===== config.mk =====
export PLATFORM = sky130hd
export DESIGN_NAME = imem_dmem_arbiter_flat
export DESIGN_NICKNAME = d
export VERILOG_FILES = /design/src/rtl/imem_dmem_arbiter_pkg.sv /design/src/rtl/imem_dmem_arbiter_if.sv /design/src/rtl/imem_dmem_arb_pick.sv /design/src/rtl/imem_dmem_arbiter.sv /design/src/flat_wrapper.sv
export SDC_FILE = /design/constraint.sdc
export NUM_CORES = 1
export LEC_CHECK = 0
export ABC_AREA = 1
export CORE_AREA = 5 5 95 97
export DETAILED_ROUTE_END_ITERATION = 16
export DIE_AREA = 0 0 100 102
export MAX_ROUTING_LAYER = met4
export PLACE_DENSITY_LB_ADDON = 0.08
export SETUP_SLACK_MARGIN = 0.15
export SLEW_MARGIN = 20
export SYNTH_ARGS = -nofsm -noshare
export SYNTH_HDL_FRONTEND = slang
export SYNTH_HIERARCHICAL = 1
export SYNTH_SLANG_ARGS = --single-unit

===== constraint.sdc =====
create_clock -name clk -period 3.3 [get_ports clk]
set_input_delay 0.33 -clock clk [delete_from_list [all_inputs] [get_ports clk]]
set_output_delay 0.33 -clock clk [all_outputs]
set_load 0.01 [all_outputs]

===== src/rtl/imem_dmem_arbiter_pkg.sv =====
// Shared types for the fetch/load-store memory arbiter: owner tags, FSM states
// and the selected memory request bundle.
package riscv_structures;

    typedef enum logic [1:0] {
        OWN_NONE,
        OWN_IF,
        OWN_D
    } arb_owner_e;

    typedef enum logic {
        ARB_IDLE,
        ARB_WAIT
    } arb_state_e;

    typedef struct packed {
        logic        we;
        logic [3:0]  be;
        logic [31:0] addr;
        logic [31:0] wdata;
    } mem_req_t;

    localparam logic [3:0] STARVE_SAT = 4'd15;

endpackage


===== src/rtl/imem_dmem_arbiter_if.sv =====
// Bus bundle between the core (fetch + load/store), the arbiter and the memory array.
interface imem_dmem_arbiter_if #(
    parameter int AW = 8
);
    // Handshake: a requester raises *_req with stable address/data and holds it until
    // *_gnt is seen high in the same cycle; dropping *_req before that is legal.
    // *_rvalid is a one-cycle response pulse with no back-pressure.
    logic        if_req;
    logic [31:0] if_addr;
    logic        if_gnt;
    logic        if_rvalid;
    logic [31:0] if_rdata;

    logic        d_req;
    logic        d_we;
    logic [3:0]  d_be;
    logic [31:0] d_addr;
    logic [31:0] d_wdata;
    logic        d_gnt;
    logic        d_rvalid;
    logic [31:0] d_rdata;

    logic          mem_en;
    logic          mem_we;
    logic [3:0]    mem_be;
    logic [AW-1:0] mem_addr;
    logic [31:0]   mem_wdata;
    logic [31:0]   mem_rdata;

    modport master (
        output if_req, if_addr, d_req, d_we, d_be, d_addr, d_wdata, mem_rdata,
        input  if_gnt, if_rvalid, if_rdata, d_gnt, d_rvalid, d_rdata,
               mem_en, mem_we, mem_be, mem_addr, mem_wdata
    );

    modport slave (
        input  if_req, if_addr, d_req, d_we, d_be, d_addr, d_wdata, mem_rdata,
        output if_gnt, if_rvalid, if_rdata, d_gnt, d_rvalid, d_rdata,
               mem_en, mem_we, mem_be, mem_addr, mem_wdata
    );

endinterface


===== src/rtl/imem_dmem_arb_pick.sv =====
// Winner select: data has priority unless fetch has been denied STARVE_LIMIT times in a row.
module imem_dmem_arb_pick
    import riscv_structures::*;
#(
    parameter int STARVE_LIMIT = 4
) (
    input  logic       if_req_i,
    input  logic       d_req_i,
    input  logic [3:0] starve_cnt_i,
    output arb_owner_e winner_o
);

    logic fetch_starved;

    assign fetch_starved = if_req_i && (starve_cnt_i >= 4'(STARVE_LIMIT));

    always_comb begin
        winner_o = OWN_NONE;
        if (d_req_i && !fetch_starved) begin
            winner_o = OWN_D;
        end else if (if_req_i) begin
            winner_o = OWN_IF;
        end
    end

endmodule


===== src/rtl/imem_dmem_arbiter.sv =====
// Single-port memory arbiter: one access in flight, fixed-latency response routed
// back to the requester that owned the access.
module imem_dmem_arbiter
    import riscv_structures::*;
#(
    parameter int AW           = 8,
    parameter int MEM_LATENCY  = 1,
    parameter int STARVE_LIMIT = 4
) (
    input  logic                clk,
    input  logic                rst,
    imem_dmem_arbiter_if.slave  bus,
    output arb_state_e          state_o
);

    arb_state_e state_q, state_d;
    arb_owner_e owner_q, owner_d;
    arb_owner_e winner;
    logic [2:0] lat_cnt_q, lat_cnt_d;
    logic [3:0] starve_cnt_q, starve_cnt_d;
    logic       store_q, store_d;
    logic       grant_ok;
    logic       resp;
    mem_req_t   sel;
    logic       unused_addr_bits;

    imem_dmem_arb_pick #(
        .STARVE_LIMIT(STARVE_LIMIT)
    ) u_pick (
        .if_req_i    (bus.if_req),
        .d_req_i     (bus.d_req),
        .starve_cnt_i(starve_cnt_q),
        .winner_o    (winner)
    );

    // The response cycle doubles as an issue slot, giving back-to-back accesses.
    assign grant_ok = !rst && ((state_q == ARB_IDLE) || (lat_cnt_q == 3'd0));
    assign resp     = !rst && (state_q == ARB_WAIT) && (lat_cnt_q == 3'd0);

    always_comb begin
        if (winner == OWN_D) begin
            sel = '{we: bus.d_we, be: bus.d_be, addr: bus.d_addr, wdata: bus.d_wdata};
        end else begin
            sel = '{we: 1'b0, be: 4'hF, addr: bus.if_addr, wdata: 32'h0};
        end
    end

    assign bus.if_gnt    = grant_ok && (winner == OWN_IF);
    assign bus.d_gnt     = grant_ok && (winner == OWN_D);
    assign bus.mem_en    = grant_ok && (winner != OWN_NONE);
    assign bus.mem_we    = sel.we;
    assign bus.mem_be    = sel.be;
    assign bus.mem_addr  = sel.addr[AW+1:2];
    assign bus.mem_wdata = sel.wdata;

    assign unused_addr_bits = ^{sel.addr[31:AW+2], sel.addr[1:0]};

    assign bus.if_rvalid = resp && (owner_q == OWN_IF);
    assign bus.d_rvalid  = resp && (owner_q == OWN_D);
    assign bus.if_rdata  = bus.if_rvalid ? bus.mem_rdata : 32'h0;
    assign bus.d_rdata   = (bus.d_rvalid && !store_q) ? bus.mem_rdata : 32'h0;

    assign state_o = state_q;

    always_comb begin
        state_d      = state_q;
        owner_d      = owner_q;
        lat_cnt_d    = lat_cnt_q;
        store_d      = store_q;
        starve_cnt_d = starve_cnt_q;

        if ((state_q == ARB_WAIT) && (lat_cnt_q != 3'd0)) begin
            lat_cnt_d = lat_cnt_q - 3'd1;
        end

        if (grant_ok) begin
            if (winner != OWN_NONE) begin
                state_d   = ARB_WAIT;
                owner_d   = winner;
                lat_cnt_d = 3'(MEM_LATENCY - 1);
                store_d   = (winner == OWN_D) && bus.d_we;
            end else begin
                state_d = ARB_IDLE;
                owner_d = OWN_NONE;
            end

            if (bus.if_gnt) begin
                starve_cnt_d = 4'd0;
            end else if (bus.if_req && (starve_cnt_q != STARVE_SAT)) begin
                starve_cnt_d = starve_cnt_q + 4'd1;
            end
        end
    end

    always_ff @(posedge clk) begin
        if (rst) begin
            state_q      <= ARB_IDLE;
            owner_q      <= OWN_NONE;
            lat_cnt_q    <= 3'd0;
            store_q      <= 1'b0;
            starve_cnt_q <= 4'd0;
        end else begin
            state_q      <= state_d;
            owner_q      <= owner_d;
            lat_cnt_q    <= lat_cnt_d;
            store_q      <= store_d;
            starve_cnt_q <= starve_cnt_d;
        end
    end

endmodule


===== src/flat_wrapper.sv =====
// flat-port wrapper written by rule: the top's interface ports become plain ports
module imem_dmem_arbiter_flat import riscv_structures::*;
#(
    parameter int AW           = 8,
    parameter int MEM_LATENCY  = 1,
    parameter int STARVE_LIMIT = 4
)
  (clk, rst, state_o, bus_if_req, bus_if_addr, bus_d_req, bus_d_we, bus_d_be, bus_d_addr, bus_d_wdata, bus_mem_rdata, bus_if_gnt, bus_if_rvalid, bus_if_rdata, bus_d_gnt, bus_d_rvalid, bus_d_rdata, bus_mem_en, bus_mem_we, bus_mem_be, bus_mem_addr, bus_mem_wdata);
  imem_dmem_arbiter_if #(.AW(AW)) bus_i ();
  input  logic clk;
  input  logic rst;
  output arb_state_e state_o;
  input wire logic [$bits(bus_i.if_req)-1:0] bus_if_req;
  input wire logic [$bits(bus_i.if_addr)-1:0] bus_if_addr;
  input wire logic [$bits(bus_i.d_req)-1:0] bus_d_req;
  input wire logic [$bits(bus_i.d_we)-1:0] bus_d_we;
  input wire logic [$bits(bus_i.d_be)-1:0] bus_d_be;
  input wire logic [$bits(bus_i.d_addr)-1:0] bus_d_addr;
  input wire logic [$bits(bus_i.d_wdata)-1:0] bus_d_wdata;
  input wire logic [$bits(bus_i.mem_rdata)-1:0] bus_mem_rdata;
  output wire logic [$bits(bus_i.if_gnt)-1:0] bus_if_gnt;
  output wire logic [$bits(bus_i.if_rvalid)-1:0] bus_if_rvalid;
  output wire logic [$bits(bus_i.if_rdata)-1:0] bus_if_rdata;
  output wire logic [$bits(bus_i.d_gnt)-1:0] bus_d_gnt;
  output wire logic [$bits(bus_i.d_rvalid)-1:0] bus_d_rvalid;
  output wire logic [$bits(bus_i.d_rdata)-1:0] bus_d_rdata;
  output wire logic [$bits(bus_i.mem_en)-1:0] bus_mem_en;
  output wire logic [$bits(bus_i.mem_we)-1:0] bus_mem_we;
  output wire logic [$bits(bus_i.mem_be)-1:0] bus_mem_be;
  output wire logic [$bits(bus_i.mem_addr)-1:0] bus_mem_addr;
  output wire logic [$bits(bus_i.mem_wdata)-1:0] bus_mem_wdata;
  assign bus_i.if_req = bus_if_req;
  assign bus_i.if_addr = bus_if_addr;
  assign bus_i.d_req = bus_d_req;
  assign bus_i.d_we = bus_d_we;
  assign bus_i.d_be = bus_d_be;
  assign bus_i.d_addr = bus_d_addr;
  assign bus_i.d_wdata = bus_d_wdata;
  assign bus_i.mem_rdata = bus_mem_rdata;
  assign bus_if_gnt = bus_i.if_gnt;
  assign bus_if_rvalid = bus_i.if_rvalid;
  assign bus_if_rdata = bus_i.if_rdata;
  assign bus_d_gnt = bus_i.d_gnt;
  assign bus_d_rvalid = bus_i.d_rvalid;
  assign bus_d_rdata = bus_i.d_rdata;
  assign bus_mem_en = bus_i.mem_en;
  assign bus_mem_we = bus_i.mem_we;
  assign bus_mem_be = bus_i.mem_be;
  assign bus_mem_addr = bus_i.mem_addr;
  assign bus_mem_wdata = bus_i.mem_wdata;
  imem_dmem_arbiter #(.AW(AW), .MEM_LATENCY(MEM_LATENCY), .STARVE_LIMIT(STARVE_LIMIT)) u_core (.clk(clk), .rst(rst), .bus(bus_i), .state_o(state_o));
endmodule

==> key figures, run 1 <==
CTS
  – TritonCTS clock tree: done
  – CTS resizes: 0
  – Worst-Skew Late Latency: ~0.23 ns
  – Cts-stage hold buffer count: 0
  – CTS buffer count: 3
  – Worst-path clk slew: ~0.050 ns
  – Postcts setup bufs: 0
  – Root buf cell: clkbuf_8
  – CTS Sinks: 11
  – Clock Path Buffers: 2
  – CTS H-Tree Depth: 1

Synth
  – Simple-gate share of the synthesized area: 0.4982
  – Post-synthesis mux area share: 0
  – Combinational family with the most area after synthesis: simple AND/OR/NAND/NOR gates
  – Synth warnings: 6
  – Synth unique cells: 19
  – Post-synthesis register bit count: 11
  – Syn avg cell area: approximately 4.8 sq um
  – Xor/xnor cell area share of the yosys netlist: 0.006140
  – Syn Inst Count: ~300
  – Adder-Cell Fraction of Synth Area: 0.02632
  – Synth Area in Compound Gates: 0.04123
  – Synth Cell Area: ~0.0014 sq mm
  – Post-Syn Nets: 438
  – Seq/Total Area, Yosys: 0.1544

Worst hold path
  – Hold path startpoint: u_core/lat_cnt_q[2]
  – Hold Path Sink: u_core/lat_cnt_q[2]
  – HP Class: reg2reg
  – Hold path cells: 2

Timing
  – Endpoints failing hold: 0
  – Final slew viol count: 0
  – Relative slew slack: 0.5389
  – RSZ-0062 raised after global routing: false
  – Setup violators final: 0
  – Final Skew: roughly 0.0023 ns
  – Clock period minus worst slack: 2.866 ns
  – Top achievable clock speed: ~0.35 GHz
  – Worst-Margin Slew: between 0.6 and 0.7 ns
  – Total negative slack: 0 ns
  – Post-route clock period utilization: 0.8686

Layout
  – Ant. Diodes: 0
  – Area grow syn2layout: 151.7%
  – Nets: roughly 640
  – Most common cell after layout, fill and taps aside: clkdlybuf4s50_1
  – Most frequent cells in the layout: clkdlybuf4s50_1, nor2_1, inv_1, nand2_1, dfxtp_1
  – Multi-input gate area in the final layout: between 800 and 900 sq um
  – Number of fill cells in the layout: roughly 830
  – Layout cells sized above 1: 0.04217
  – Register area: around 220 sq um
  – Design Area, Final: about 0.0036 sq mm
  – Final std cells w/o fill: about 600

Global routing
  – Gr usage total: 0.1490
  – GRT Residual Overflow: 0
  – Vias in the first global route: about 2200
  – Largest net degree at the start of global routing: 47
  – Initial antenna violation count: 0
  – First-pass GRT wire length: about 12000 um

Placement
  – PortBufs: 203
  – Inst Count DP: 599
  – Placed cell area: 0.003545 sq mm
  – RD Place Congestion: 0.8036
  – Detailed placement HPWL: 6862 um

Floorplan
  – Rows: 33
  – Starting Density: 0.1772
  – Die width: about 100 um
  – # IOs: about 250
  – Die area: approximately 0.01 sq mm
  – Core Box Area: around 0.008 sq mm
  – Die Ht: a little over 100 um

Power and ir drop
  – Pwr/cell area: around 170 mW/mm^2
  – Static Leak: roughly 1.8 nW
  – Peak VDD IR: 0.0001993 V

Critical path
  – Worst reg2reg path endpoint: u_core/store_q
  – Reg-to-reg slack, setup: ~1.6 ns
  – Crit path DAT: about 2.5 ns
  – Worst-path fanout max: 46
  – Worst endpoint required time: 2.97 ns
  – CP Capture Type: output pin
  – FF-to-FF path depth: 10
  – Reg2reg start: u_core/lat_cnt_q[0]
  – Crit Path Class: in2out
  – Type of origin of the critical path: primary input

Route
  – DRC: 0
  – Drt total wl: ~8100 um
  – Routed wire length per instance: 13.47 um
  – Via count: roughly 2300
  – DRT iter0 DRCs: between 40 and 50
  – Pre-Repair DR Iteration Count: 4
  – DRT antenna net count: 0
  – Routed via count divided by cell count: 3.857

Run status
  – Outcome: finished clean

Flow run
  – Max cap viols: 0
per-layer routing:
metal  share of wire  wire (um)  vias to the layer above  global-route usage
met5               0          0                        -                   -
met4          0.0021         17                        0             0.01244
met3            0.15       1187                        4             0.07167
met2            0.43       3525                      126              0.2396
met1            0.42       3390                      971              0.1769
li1                -          -                     1225                   -
cell families (layout without fill, tap and decap cells):
family / count (synthesis) / count (layout)
DFF: 11 / 11
AOI/OAI and AO/OA: 11 / 11
adders and majority gates: 3 / 3
and+or+nand+nor: 176 / 176
buffers and inverters: 96 / 296
xor gates and xnor gates: 1 / 1
power by group:
| part | total [mW] | internal [mW] | switching (mW) |
|---|---|---|---|
| logic | 0.347 | 0.205 | 0.142 |
| clock network | 0.131 | 0.0845 | 0.0464 |
| registers | 0.146 | 0.140 | 0.00572 |
| total | 0.623 | 0.429 | 0.194 |
through the flow:
| step | util | worst slack [ns] | power, mW | hold WS [ns] |
|---|---|---|---|---|
| final | 0.4458 | 0.4337 | 0.6235 | 0.4593 |
| after floorplan | - | 1.525 | 0.2681 | 0.3991 |
| after detailed placement | 0.4402 | 0.4077 | 0.4954 | 0.4535 |
| after global routing | 0.4458 | 0.2263 | 0.6687 | 0.4772 |
| after global placement | 0.4402 | 0.4026 | 0.4952 | 0.4487 |
| after CTS | 0.4458 | 0.4043 | 0.6312 | 0.4596 |
Yosys cell counts, drive strengths merged:
| cell type | instances | area, sq um |
|---|---|---|
| dfxtp | 11 | 220.2 |
| inv | 86 | 322.8 |
| buf | 9 | 63.81 |
| o21ai | 3 | 18.77 |
| nand3 | 9 | 45.04 |
| nor2 | 111 | 431.7 |
| clkbuf | 1 | 3.750 |
| a21oi | 8 | 40.04 |
| ha | 3 | 37.54 |
| or2 | 6 | 37.54 |
| nor3 | 1 | 10.01 |
| xor2 | 1 | 8.760 |
| nand2 | 49 | 186.4 |
worst max path at each step:
stage / start / end / slack, ns / cells after the start
finish: bus_if_req / bus_mem_be[3] / 0.43 / 9
global route: bus_if_req / bus_mem_addr[2] / 0.23 / 10
CTS: bus_if_req / bus_mem_be[3] / 0.40 / 9
detailed placement: bus_if_req / bus_mem_be[3] / 0.41 / 9
global placement: bus_if_req / bus_mem_be[3] / 0.40 / 9
floorplan: u_core/lat_cnt_q[0] / bus_d_rdata[20] / 1.52 / 10
state kept, by name, summed over array words and instances (netlist names):
register             flops
u_core/state_o           1
u_core/owner_q           2
u_core/lat_cnt_q         3
u_core/store_q           1
u_core/starve_cnt_q      4
layout make-up:
class	count	share of cell area
multi-input combinational	191	0.2273
tap	105	0.03660
clock buffer	4	0.01255
timing repair buffer	206	0.5723
sequential	11	0.06135
inverter	86	0.08993
worst max-delay path, stage by stage:
cell             delay, ns
clkdlybuf4s50_1       0.51
inv_1                 0.07
nor2_1                0.10
nor2_1                0.08
inv_1                 0.13
nor2_4                0.05
inv_2                 0.50
or2_2                 0.22
clkdlybuf4s50_1       0.54
(Power assumes the default switching activity.)
==> run 2: changes to the inputs <==
--- a/config.mk
+++ b/config.mk
@@ -6,6 +6,8 @@
 export NUM_CORES = 1
 export LEC_CHECK = 0
 export ABC_AREA = 1
+export ABC_CLOCK_PERIOD_IN_PS = 3300
+export CAP_MARGIN = 0
 export CORE_AREA = 5 5 95 97
 export DETAILED_ROUTE_END_ITERATION = 16
 export DIE_AREA = 0 0 100 102
==> results of run 2 <==
Final layout, timing and power as in run 1 (identical DEF).
==> run 3: changes to the inputs <==
--- a/config.mk
+++ b/config.mk
@@ -9,6 +9,7 @@
 export ABC_CLOCK_PERIOD_IN_PS = 3300
 export CAP_MARGIN = 0
 export CORE_AREA = 5 5 95 97
+export CTS_CLUSTER_DIAMETER = 80
 export DETAILED_ROUTE_END_ITERATION = 16
 export DIE_AREA = 0 0 100 102
 export MAX_ROUTING_LAYER = met4
@@ -19,3 +20,4 @@
 export SYNTH_HDL_FRONTEND = slang
 export SYNTH_HIERARCHICAL = 1
 export SYNTH_SLANG_ARGS = --single-unit
+export TNS_END_PERCENT = 1
==> results of run 3 <==
Final layout, timing and power as in run 1 (identical DEF).
